==> src/rtl/ram_port_arbiter_pkg.sv <==
// Shared definitions for the RAM port arbiter: FSM encodings and parameter defaults.
// Latency: n/a (definitions only).
// Backpressure: n/a (definitions only).
// Contents: arb_state_e (ARB_IDLE / ARB_LOCKED), DEF_NUM_REQ, DEF_MAX_BURST, BURST_W.
package ram_port_arbiter_pkg;

  typedef enum logic {
    ARB_IDLE   = 1'b0,
    ARB_LOCKED = 1'b1
  } arb_state_e;

  localparam int DEF_NUM_REQ   = 4;
  localparam int DEF_MAX_BURST = 16;
  // Burst counter width; MAX_BURST up to 256 never needs to be stored because
  // the release happens on the transfer that would reach it.
  localparam int BURST_W       = 8;

endpackage

==> src/rtl/ram_port_arbiter_rr_priority_pick.sv <==
// Rotating-priority picker: first set request searching from ptr_i upward, modulo N.
// Latency: purely combinational, zero cycles.
// Backpressure: none; a zero request vector yields a zero grant.
// Ports: req_i (N requests), ptr_i (search start), gnt_o (one-hot or zero), idx_o (binary winner).
module rr_priority_pick #(
  parameter int N  = 4,
  parameter int PW = $clog2(N)
) (
  input  logic [N-1:0]  req_i,
  input  logic [PW-1:0] ptr_i,
  output logic [N-1:0]  gnt_o,
  output logic [PW-1:0] idx_o
);

  logic found;

  always_comb begin
    gnt_o = '0;
    idx_o = '0;
    found = 1'b0;
    for (int i = 0; i < N; i++) begin
      int cand;
      // Compare-and-subtract wrap so non-power-of-two N never truncates into range.
      cand = int'(ptr_i) + i;
      if (cand >= N) cand = cand - N;
      if (!found && (cand < N) && req_i[PW'(cand)]) begin
        found             = 1'b1;
        gnt_o[PW'(cand)]  = 1'b1;
        idx_o             = PW'(cand);
      end
    end
  end

endmodule

==> src/rtl/ram_port_arbiter.sv <==
// Round-robin arbiter sharing one RAM (1-cycle registered read, one write port) among NUM_REQ requesters.
// Latency: grant and RAM drive combinational; read data/oRdValid 1 cycle after the accepting edge.
// Backpressure: oGrant low stalls a requester; a locked owner holds the port up to MAX_BURST transfers.
// Ports: Clock/Reset (sync, active-high), per-requester iReq/iWrite/iLock/iAddr/iWData,
//        oGrant/oRdValid/oRdData back to requesters, oRam*/iRamDataOut to the RAM.
module ram_port_arbiter
  import ram_port_arbiter_pkg::*;
#(
  parameter int NUM_REQ    = DEF_NUM_REQ,
  parameter int ADDR_WIDTH = 16,
  parameter int DATA_WIDTH = 8,
  parameter int MAX_BURST  = DEF_MAX_BURST
) (
  input  logic                          Clock,
  input  logic                          Reset,
  input  logic [NUM_REQ-1:0]            iReq,
  input  logic [NUM_REQ-1:0]            iWrite,
  input  logic [NUM_REQ-1:0]            iLock,
  input  logic [NUM_REQ*ADDR_WIDTH-1:0] iAddr,
  input  logic [NUM_REQ*DATA_WIDTH-1:0] iWData,
  output logic [NUM_REQ-1:0]            oGrant,
  output logic [NUM_REQ-1:0]            oRdValid,
  output logic [DATA_WIDTH-1:0]         oRdData,
  output logic                          oRamWriteEnable,
  output logic [ADDR_WIDTH-1:0]         oRamReadAddress,
  output logic [ADDR_WIDTH-1:0]         oRamWriteAddress,
  output logic [DATA_WIDTH-1:0]         oRamDataIn,
  input  logic [DATA_WIDTH-1:0]         iRamDataOut
);

  localparam int PW = $clog2(NUM_REQ);

  arb_state_e         state_q, state_d;
  logic [PW-1:0]      ptr_q, ptr_d;
  logic [PW-1:0]      owner_q, owner_d;
  logic [BURST_W-1:0] burst_q, burst_d;
  logic [NUM_REQ-1:0] rd_tag_q, rd_tag_d;

  logic [NUM_REQ-1:0] pick_gnt;
  logic [PW-1:0]      pick_idx;
  logic [PW-1:0]      win_idx;
  logic [PW-1:0]      sel_idx;
  logic               accepted;

  function automatic logic [PW-1:0] inc_wrap(input logic [PW-1:0] v);
    if (int'(v) == NUM_REQ - 1) return '0;
    return v + 1'b1;
  endfunction

  rr_priority_pick #(
    .N  (NUM_REQ),
    .PW (PW)
  ) u_pick (
    .req_i (iReq),
    .ptr_i (ptr_q),
    .gnt_o (pick_gnt),
    .idx_o (pick_idx)
  );

  // State register
  always_ff @(posedge Clock) begin
    if (Reset) begin
      state_q  <= ARB_IDLE;
      ptr_q    <= '0;
      owner_q  <= '0;
      burst_q  <= '0;
      rd_tag_q <= '0;
    end else begin
      state_q  <= state_d;
      ptr_q    <= ptr_d;
      owner_q  <= owner_d;
      burst_q  <= burst_d;
      rd_tag_q <= rd_tag_d;
    end
  end

  // Output logic: grant, accepted winner and RAM drive
  always_comb begin
    oGrant = '0;
    if (!Reset) begin
      if (state_q == ARB_IDLE) begin
        oGrant = pick_gnt;
      end else if (iReq[owner_q]) begin
        oGrant[owner_q] = 1'b1;
      end
    end
  end

  // Every grant bit is qualified by its request, so any grant is an accepted transfer.
  assign accepted = |oGrant;
  assign win_idx  = (state_q == ARB_LOCKED) ? owner_q : pick_idx;
  // With nothing accepted the RAM still sees a defined in-range slice.
  assign sel_idx  = accepted ? win_idx : ptr_q;

  assign oRamWriteEnable  = accepted & iWrite[win_idx];
  assign oRamReadAddress  = iAddr[int'(sel_idx)*ADDR_WIDTH +: ADDR_WIDTH];
  assign oRamWriteAddress = iAddr[int'(sel_idx)*ADDR_WIDTH +: ADDR_WIDTH];
  assign oRamDataIn       = iWData[int'(sel_idx)*DATA_WIDTH +: DATA_WIDTH];

  // A read tagged just before reset is suppressed during the reset cycle too.
  assign oRdValid = Reset ? '0 : rd_tag_q;
  assign oRdData  = iRamDataOut;

  // Next-state logic
  always_comb begin
    state_d  = state_q;
    ptr_d    = ptr_q;
    owner_d  = owner_q;
    burst_d  = burst_q;
    rd_tag_d = '0;

    if (accepted && !iWrite[win_idx]) rd_tag_d[win_idx] = 1'b1;

    case (state_q)
      ARB_IDLE: begin
        if (accepted) begin
          if (iLock[win_idx]) begin
            // Pointer advance is deferred until the locked tenure ends.
            state_d = ARB_LOCKED;
            owner_d = win_idx;
            burst_d = BURST_W'(1);
          end else begin
            ptr_d = inc_wrap(win_idx);
          end
        end
      end
      ARB_LOCKED: begin
        if (!iReq[owner_q] || !iLock[owner_q]) begin
          // Released by drop; a transfer with iReq but no iLock still completes.
          state_d = ARB_IDLE;
          ptr_d   = inc_wrap(owner_q);
          burst_d = '0;
        end else if (({1'b0, burst_q} + 9'd1) == 9'(MAX_BURST)) begin
          state_d = ARB_IDLE;
          ptr_d   = inc_wrap(owner_q);
          burst_d = '0;
        end else begin
          burst_d = burst_q + 1'b1;
        end
      end
      default: state_d = ARB_IDLE;
    endcase
  end

endmodule

==> config.mk <==
export PLATFORM = sky130hd
export DESIGN_NAME = ram_port_arbiter
export DESIGN_NICKNAME = d
export VERILOG_FILES = /design/src/rtl/ram_port_arbiter_pkg.sv /design/src/rtl/ram_port_arbiter_rr_priority_pick.sv /design/src/rtl/ram_port_arbiter.sv
export SDC_FILE = /design/constraint.sdc
export NUM_CORES = 1
export LEC_CHECK = 0
export BUFFER_PORTS_ARGS = -buffer_cell sky130_fd_sc_hd__buf_2
export CAP_MARGIN = 20
export CORE_AREA = 10 10 110 112
export DETAILED_ROUTE_END_ITERATION = 6
export DIE_AREA = 0 0 120 122
export GPL_ROUTABILITY_DRIVEN = 0
export HOLD_SLACK_MARGIN = 0.15
export MAX_ROUTING_LAYER = met4
export SYNTH_ARGS = -nofsm -noshare
export SYNTH_HDL_FRONTEND = slang
export SYNTH_HIERARCHICAL = 1
export SYNTH_SLANG_ARGS = --single-unit
==> constraint.sdc <==
create_clock -name Clock -period 9.71 [get_ports Clock]
set_input_delay 0.4855 -clock Clock [delete_from_list [all_inputs] [get_ports Clock]]
set_output_delay 0.4855 -clock Clock [all_outputs]
set_load 0.1 [all_outputs]
==> out/qor.txt <==
Top_reg_cell synth -> dfxtp_1
Die area -> 0.0146 sq mm
Most frequent cells in the layout -> buf_2, mux2i_1, nand2_1
CTS Root Cell -> clkbuf_8
IO Pins -> 175
Final hold viol count -> 0
First-pass detailed-route iteration total -> 4
Worst-margin pin slew -> 868 ps
Final Core Density -> 36.2%
Number of DRC markers in iteration 0 -> 163
R2r setup slk -> 5030 ps
R2r startpoint -> ptr_q[0]
Max Cap Violations -> 0
Antenna-violating nets left -> 0
Die X -> 120 um
Largest cells by area after synthesis -> mux2i_1, dfxtp_1, ha_1
Final worst setup slack -> 3470 ps
HP Class -> flip-flop to flip-flop
Tmin final -> 6240 ps
FMAX -> 0.160 GHz
CTS Buf Count -> 3
Clock latency on the worst-skew pair -> 260 ps
Syn Nets -> 481
Synth top area share -> 27.2%
Gr ovfl total -> 0
Post-synth EDFFs -> 0
Wirelength per Cell -> 17.5 um
Cell Rows -> 37
CTS tree -> done
Ys Warns -> 6
Yosys top cell by area -> mux2i_1
Global-route wire length before repair -> 15.6 mm
Antenna diodes -> 0
H-tree depth -> 1
NumNets Final -> 602
Vias in the first global route -> 2946
Place WS -> 3750 ps
Register bit total from synthesis -> 17
Post-route DRC -> 0
Clock Tree Buf Depth -> 2
RSZ-0062 raised after global routing -> no
Synthesis-to-finish area growth -> 23.8%
Initial antenna violation count -> 0
Post-CTS sizing -> 0
Reg2Reg Depth -> 10
Via Count -> 3022
Share of cells above drive strength 1 -> 39.1%
Worst clock skew -> 6.62 ps
WL final -> 10.5 mm
WP data arrival -> 5760 ps
Slew Viols, Final -> 0
GR Util All Layers -> 13.1%
CP Capture Type -> output port
Clock slew at reported path FFs -> 80 ps
Leading cell type in the layout, fill and taps excluded -> buf_2
Drt via density -> 5.03
Setup violators final -> 0
Hold path endpoint -> burst_q[5]
Hold Path Depth -> 2
Non-Filler Instances -> 601
Asr flop ratio synth -> 0%
Cells after synthesis -> 345
Hold Path Origin -> burst_q[5]
Status -> finished clean
Fillers -> 1045
Largest net degree at the start of global routing -> 47
Count of cell types in the netlist -> 56
Critical Path Fanout Max -> 46
Mapped Area -> 0.00294 sq mm
Worst relative slew slack -> 41.7%
Core ar. -> 0.0100 sq mm
Critical Path RT -> 9220 ps
Post-CTS Setup Repair Bufs -> 0
Inst Count DP -> 597
Fin crit share -> 64.3%
DP HPWL -> 8.71 mm
IO Port Bufs -> 158
Setup TNS -> 0 ps
Die Y -> 122 um
Reg2Reg Capture Point -> ptr_q[1]
CP Launch Type -> flip-flop
Total clock sinks -> 17
Register area share after synthesis -> 11.6%
Crit Path Class -> flip-flop to output port
Synth Area per Inst -> 8.52 sq um
Initial Util -> 29.3%
Post-CTS Hold Buffers -> 0
synth_stat cells (6+ instances only):
library cell,number
inv_1,12
nand2_1,22
mux2i_1,80
a21oi_1,9
nor2_1,15
nor3_1,6
and3_1,7
o21ai_0,9
nor2b_1,9
ha_1,18
and2_1,7
o31ai_1,6
dfxtp_1,17
nand2b_1,9
buf_4,26
nand3_1,9
clkbuf_1,6
a31oi_1,7
worst max-delay path by stage:
stage	startpoint	end	slack, ps	depth (start not counted)
finish	ptr_q[0]	oRamReadAddress[13]	3470	13
floorplan	ptr_q[0]	oRamWriteAddress[3]	3210	14
detailed placement	ptr_q[0]	oRamReadAddress[7]	3750	13
CTS	ptr_q[0]	oRamWriteAddress[13]	3450	13
global route	ptr_q[0]	oRamReadAddress[7]	3110	13
global placement	ptr_q[0]	oRamWriteAddress[13]	3750	12
through the flow:
step	hold WS, ps	instance area, sq um
3_5_place_dp	521	3590
4_1_cts	536	3640
2_1_floorplan	464	2940
6_report	532	3640
5_1_grt	566	3640
3_3_place_gp	497	3570
logic make-up after synthesis:
| kind of cell | Yosys count | synth area share, % |
|---|---|---|
| AOI/OAI and AO/OA | 63 | 16.1 |
| xor gates and xnor gates | 1 | 0.298 |
| adders and majority gates | 18 | 7.66 |
| buffers and inverters | 57 | 14.0 |
| DFF | 17 | 11.6 |
| muxes | 87 | 31.6 |
| and+or+nand+nor | 102 | 18.7 |
sequential cells by signal, summed over array words and instances (netlist names):
register / cells
owner_q: 2
ptr_q: 2
rd_tag_q: 4
state_q: 1
burst_q: 8
critical path, stage by stage (launching register included):
cell	delay [ps]
dfxtp_1	880
inv_1	270
ha_1	490
mux4_2	580
a211o_1	360
o221ai_1	330
nor4_1	130
nor3_2	440
a311oi_1	170
a311oi_4	240
buf_4	640
mux2i_1	170
mux2i_1	280
buf_2	490
cell type report:
| type | instances | area (sq um) | share of cell area, % |
|---|---|---|---|
| clock buffers | 3 | 41.3 | 1.14 |
| repair buffers | 160 | 818 | 22.5 |
| well taps | 136 | 170 | 4.68 |
| multi-input cells | 271 | 2210 | 60.9 |
| flip-flops and latches | 17 | 340 | 9.36 |
| clock inverters | 1 | 5.00 | 0.138 |
| inverters | 13 | 48.8 | 1.34 |
metal layers:
layer / vias to the layer above / part of all wire (%) / GRT usage [%]
met4: 0 / 0.38 / 1.28
li1: 1490 / - / -
met2: 123 / 51 / 24.0
met5: - / 0 / -
met3: 7 / 9.9 / 4.95
met1: 1402 / 39 / 13.5
Power is not shown: default switching activity piles up to over one toggle a cycle in this logic, so the estimate is an artifact.
